===== src/rtl/game_layer_compositor.sv =====
// Game-state FSM plus an N-layer colour-keyed sprite compositor feeding the VGA driver.
// Two-stage pixel pipeline: layer select, then pause dimming and visible-area masking.
module game_layer_compositor #(
  parameter int unsigned       N_LAYERS  = 8,
  parameter int unsigned       RGB_W     = 12,
  parameter logic [RGB_W-1:0]  KEY_RGB   = 12'h0F0,
  parameter int unsigned       DIM_SHIFT = 1,
  localparam int unsigned      SEL_W     = $clog2(N_LAYERS + 1)
) (
  input  logic                      clk,
  input  logic                      rst,
  input  logic                      enter,
  input  logic                      pause,
  input  logic                      player_dead,
  input  logic                      boss_dead,
  input  logic                      de,
  input  logic [N_LAYERS-1:0]       layer_en,
  input  logic [N_LAYERS*RGB_W-1:0] layer_rgb,
  input  logic [RGB_W-1:0]          background_rgb,
  input  logic [RGB_W-1:0]          start_rgb,
  input  logic [RGB_W-1:0]          over_rgb,
  input  logic [RGB_W-1:0]          win_rgb,
  output logic [RGB_W-1:0]          pix_rgb,
  output logic [SEL_W-1:0]          pix_sel,
  output logic [2:0]                game_state,
  output logic                      play_en,
  output logic                      play_rst
);

  localparam int unsigned CH_W = RGB_W / 3;
  localparam logic [SEL_W-1:0] SelNone = SEL_W'(N_LAYERS);

  typedef enum logic [2:0] {
    StStart = 3'd0,
    StPlay  = 3'd1,
    StPause = 3'd2,
    StOver  = 3'd3,
    StWin   = 3'd4
  } state_e;

  state_e state_q, state_d;
  logic   enter_q, pause_q;
  logic   play_en_q, play_en_d;
  logic   play_rst_q, play_rst_d;
  logic   enter_rise, pause_rise;

  // Stage 1 registers
  logic [RGB_W-1:0] s1_rgb_q, s1_rgb_d;
  logic [SEL_W-1:0] s1_sel_q, s1_sel_d;
  logic             s1_dim_q, s1_dim_d;
  logic             s1_de_q;

  // Stage 2 registers
  logic [RGB_W-1:0] pix_rgb_q, pix_rgb_d;
  logic [SEL_W-1:0] pix_sel_q, pix_sel_d;

  logic             hit_found;
  logic [SEL_W-1:0] hit_idx;
  logic [RGB_W-1:0] hit_rgb;
  logic [RGB_W-1:0] dim_rgb;

  assign enter_rise = enter & ~enter_q;
  assign pause_rise = pause & ~pause_q;

  always_comb begin
    state_d    = state_q;
    play_rst_d = 1'b0;
    unique case (state_q)
      StStart: begin
        if (enter_rise) begin
          state_d    = StPlay;
          play_rst_d = 1'b1;
        end
      end
      StPlay: begin
        // Player death takes precedence over a simultaneous boss kill.
        if (player_dead)     state_d = StOver;
        else if (boss_dead)  state_d = StWin;
        else if (pause_rise) state_d = StPause;
      end
      StPause: begin
        if (pause_rise) state_d = StPlay;
      end
      StOver, StWin: begin
        if (enter_rise) state_d = StStart;
      end
      default: state_d = StStart;
    endcase
    play_en_d = (state_q == StPlay);
  end

  // Lowest-index present layer wins; key-coloured pixels count as absent.
  always_comb begin
    hit_found = 1'b0;
    hit_idx   = SelNone;
    hit_rgb   = background_rgb;
    for (int unsigned i = 0; i < N_LAYERS; i++) begin
      if (!hit_found && layer_en[i] && (layer_rgb[i*RGB_W +: RGB_W] != KEY_RGB)) begin
        hit_found = 1'b1;
        hit_idx   = SEL_W'(i);
        hit_rgb   = layer_rgb[i*RGB_W +: RGB_W];
      end
    end
  end

  always_comb begin
    s1_rgb_d = hit_rgb;
    s1_sel_d = hit_idx;
    s1_dim_d = (state_q == StPause);
    unique case (state_q)
      StStart: begin
        s1_rgb_d = start_rgb;
        s1_sel_d = SelNone;
      end
      StOver: begin
        s1_rgb_d = over_rgb;
        s1_sel_d = SelNone;
      end
      StWin: begin
        s1_rgb_d = win_rgb;
        s1_sel_d = SelNone;
      end
      default: ;
    endcase
  end

  always_comb begin
    dim_rgb = '0;
    for (int unsigned c = 0; c < 3; c++) begin
      dim_rgb[c*CH_W +: CH_W] = s1_rgb_q[c*CH_W +: CH_W] >> DIM_SHIFT;
    end
  end

  always_comb begin
    pix_rgb_d = '0;
    pix_sel_d = SelNone;
    if (s1_de_q) begin
      pix_rgb_d = s1_dim_q ? dim_rgb : s1_rgb_q;
      pix_sel_d = s1_sel_q;
    end
  end

  always_ff @(posedge clk) begin
    if (rst) begin
      state_q    <= StStart;
      enter_q    <= 1'b0;
      pause_q    <= 1'b0;
      play_en_q  <= 1'b0;
      play_rst_q <= 1'b0;
      s1_rgb_q   <= '0;
      s1_sel_q   <= SelNone;
      s1_dim_q   <= 1'b0;
      s1_de_q    <= 1'b0;
      pix_rgb_q  <= '0;
      pix_sel_q  <= SelNone;
    end else begin
      state_q    <= state_d;
      enter_q    <= enter;
      pause_q    <= pause;
      play_en_q  <= play_en_d;
      play_rst_q <= play_rst_d;
      s1_rgb_q   <= s1_rgb_d;
      s1_sel_q   <= s1_sel_d;
      s1_dim_q   <= s1_dim_d;
      s1_de_q    <= de;
      pix_rgb_q  <= pix_rgb_d;
      pix_sel_q  <= pix_sel_d;
    end
  end

  assign pix_rgb    = pix_rgb_q;
  assign pix_sel    = pix_sel_q;
  assign game_state = state_q;
  assign play_en    = play_en_q;
  assign play_rst   = play_rst_q;

endmodule


===== config.mk =====
export PLATFORM = sky130hd
export DESIGN_NAME = game_layer_compositor
export DESIGN_NICKNAME = d
export VERILOG_FILES = /design/src/rtl/game_layer_compositor.sv
export SDC_FILE = /design/constraint.sdc
export NUM_CORES = 1
export LEC_CHECK = 0
export ABC_AREA = 1
export CAP_MARGIN = 20
export CORE_MARGIN = 2
export CORE_UTILIZATION = 43
export DETAILED_ROUTE_END_ITERATION = 8
export GPL_ROUTABILITY_DRIVEN = 0
export PLACE_DENSITY = 0.87
export SLEW_MARGIN = 20
export SYNTH_ARGS = -nofsm -noshare
export SYNTH_HDL_FRONTEND = slang
export SYNTH_SLANG_ARGS = --single-unit

===== constraint.sdc =====
create_clock -name clk -period 4.7 [get_ports clk]
set_clock_uncertainty 0.15 [all_clocks]
set_input_delay 1.175 -clock clk [delete_from_list [all_inputs] [get_ports clk]]
set_output_delay 1.175 -clock clk [all_outputs]
set_load 0.01 [all_outputs]

==> flow_metrics.env <==
export IMPL_drt_iter0_drc=363
export IMPL_cap_violations=0
export IMPL_die_area_mm2=0.008472
export IMPL_crit_path_end_kind="flop"
export IMPL_htreeDepth=2
export IMPL_tightest_slew_ps=860.3
export IMPL_antenna_found_initial=0
export IMPL_grt_overflow=0
export IMPL_setup_violations=0
export IMPL_vias=4452
export IMPL_yosysWarningCount=0
export IMPL_outcome="finished clean"
export IMPL_clk_pin_slew_ps=80
export IMPL_routed_wl_um=11980
export IMPL_drtAntennaViolNets=0
export IMPL_syn_instance_count=586
export IMPL_fin_nets=905
export IMPL_ctsRootBufferMaster="clkbuf_8"
export IMPL_hpwl_um=10010
export IMPL_rsz0062_at_grt="no"
export IMPL_netlist_area_mm2=0.003333
export IMPL_core_mm2=0.007607
export IMPL_total_power_mw=1.458
export IMPL_ir_worst_vdd_v=0.0001554
export IMPL_fin_tns_setup_ps=0
export IMPL_clkSinkCount=41
export IMPL_dr_pass1_iters=8
export IMPL_final_hold_violation_count=0
export IMPL_syn_nets=745
export IMPL_grt_pass1_vias=4161
export IMPL_numCtsBuffers=5
export IMPL_fp_row_count=32
export IMPL_cts_tree="done"
export IMPL_ys_flop_type="dfxtp_1"
export IMPL_synth_edf_count=0
export IMPL_syn_area_per_cell_um2=5.688
export IMPL_fill_cells=671
export IMPL_p_leak_nw=2.430
export IMPL_wl_per_cell_um=14.11
export IMPL_synthDistinctLibCells=39
export IMPL_power_density_mw_per_mm2=276.8
export IMPL_hold_class="reg -> reg"
export IMPL_ctsResizeCount=0
export IMPL_area_growth_pct=58.00
export IMPL_place_area_mm2=0.005129
export IMPL_dp_slack_ps=439.6
export IMPL_num_antenna_cells=0
export IMPL_cts_buffer_depth=2
export IMPL_clock_latency_ps=290
export IMPL_synth_seq_cells=41
export IMPL_start_kind="input port"
export IMPL_timing_final_ws_setup_ps=709.2
export IMPL_ys_seq_area_frac=0.2462
export IMPL_fin_cells=849
export IMPL_finalCritPeriodShare=0.8491
export IMPL_io_buffers=179
export IMPL_critPathKind="in -> reg"
export IMPL_grt_pass1_wl_um=18990
export IMPL_critPathMaxFanout=26
export IMPL_final_max_slew_viol_count=0
export IMPL_hold_buffers=0
export IMPL_dp_cells=841
export IMPL_pin_count=180
export IMPL_drcViolationCount=0
export IMPL_fin_crit_ps=3991
export IMPL_timing_fmax_mhz=250.6
export IMPL_globalRouteTotalUtil=0.2753
export IMPL_post_cts_buffers=0
export IMPL_die_y_um=92.05
export IMPL_initial_core_util=0.4382
export IMPL_stdcell_area_mm2=0.005266
export IMPL_drive_gt1_frac=0.04150
export IMPL_multi_input_area_mm2=0.002126
export IMPL_slew_headroom=0.4243
export IMPL_via_per_inst=5.244
export IMPL_regArea_um2=820.8
export IMPL_grt_max_degree=28
export IMPL_cp_required_ps=4770
export IMPL_worst_ep_arrival_time_ps=4060
export IMPL_ys_async_sr_fraction=0
export IMPL_die_x_um=92.05
## power breakdown
part / total (mW) / internal, mW / switching [mW]
logic: 0.678 / 0.308 / 0.371
registers: 0.444 / 0.410 / 0.0342
clock network: 0.335 / 0.214 / 0.121
total: 1.46 / 0.932 / 0.526
## critical path, stage by stage
cell and delay [ps]:
clkdlybuf4s50_1 510, nand2_1 70, nor2_1 140, nand3_2 250, nand2_4 320, o21ai_4 130, nor2_8 150, o2111ai_1 180
nor2_2 600, nand2_1 100, nand2_1 90, inv_1 50, nand2_1 90, nand2_1 80, a21oi_1 130
## flip-flops by register name (all words and copies together) (netlist names)
signal,count
pause_q,1
s1_sel_q,4
s1_de_q,1
pix_sel,4
game_state,3
play_en,1
pix_rgb,12
s1_rgb_q,12
s1_dim_q,1
play_rst,1
enter_q,1
## logic make-up (layout without fill, tap and decap cells)
family / count (synthesis) / after routing / synth area share
simple gates: 361 / 361 / 0.4632
buf+inv: 94 / 255 / 0.1160
compound gates: 90 / 90 / 0.1746
flops: 41 / 41 / 0.2462
## placed cells by master (no fill, tap or decap), types with 2 or more instances in the layout
cell type and instances:
a211oi_1 3, a21oi_1 41, a21oi_2 5, a22o_1 12
a41oi_1 3, buf_4 2, bufinv_16 2, clkbuf_8 5
clkdlybuf4s50_1 179, dfxtp_1 41, inv_1 65, nand2_1 225
nand3_1 30, nand3_2 2, nand4_1 19, nor2_1 62
nor2_2 3, nor3_1 7, nor4_1 4, o21ai_0 6
o21ai_1 12, o31ai_1 2
## cell usage after synthesis, types with 2 or more instances
| cell type | n | area share |
|---|---|---|
| a211oi_1 | 3 | 0.0068 |
| a21oi_1 | 41 | 0.062 |
| a21oi_2 | 5 | 0.013 |
| a22o_1 | 12 | 0.032 |
| a41oi_1 | 3 | 0.0079 |
| buf_2 | 9 | 0.014 |
| buf_4 | 4 | 0.0090 |
| clkbuf_1 | 13 | 0.015 |
| dfxtp_1 | 41 | 0.25 |
| inv_1 | 65 | 0.073 |
| nand2_1 | 225 | 0.25 |
| nand3_1 | 30 | 0.045 |
| nand3_2 | 2 | 0.0060 |
| nand4_1 | 19 | 0.036 |
| nor2_1 | 62 | 0.070 |
| nor2_2 | 3 | 0.0056 |
| nor3_1 | 7 | 0.011 |
| nor4_1 | 4 | 0.0075 |
| o21ai_0 | 6 | 0.0090 |
| o21ai_1 | 12 | 0.018 |
| o31ai_1 | 2 | 0.0045 |
## layout make-up
type / instances / share of cell area
multi-input cells: 451 / 0.4037
repair buffers: 181 / 0.3431
flip-flops and latches: 41 / 0.1559
inverters: 66 / 0.04704
well taps: 102 / 0.02423
clock buffers: 5 / 0.01307
clock inverters: 3 / 0.01307
## stage by stage
stage,util,hold slack [ps]
5_1_grt,0.6923,286.6
6_report,0.6923,270.1
4_1_cts,0.6923,269.7
3_3_place_gp,0.6742,250.6
2_1_floorplan,-,242.2
3_5_place_dp,0.6742,253.9
## worst paths after layout
kind	cells after the start	startpoint	endpoint	slack, ps
min	1	enter_q$_SDFF_PP0_	play_rst$_SDFF_PP0_	270
max	15	layer_rgb[5]	s1_rgb_q[7]$_SDFF_PP0_	710
max reg2reg	7	game_state[1]$_SDFFE_PP0P_	game_state[0]$_SDFFE_PP0P_	2480
min reg2reg	1	enter_q$_SDFF_PP0_	play_rst$_SDFF_PP0_	270
## routing by layer
metal	global-route usage	up-vias	wire, um
met1	0.3431	2002	4820
met3	0.03287	30	873
met2	0.4865	214	5887
li1	-	2206	-
met5	0	-	0
met4	0.09950	0	394
No activity file was read; power rests on OpenSTA's default activity.
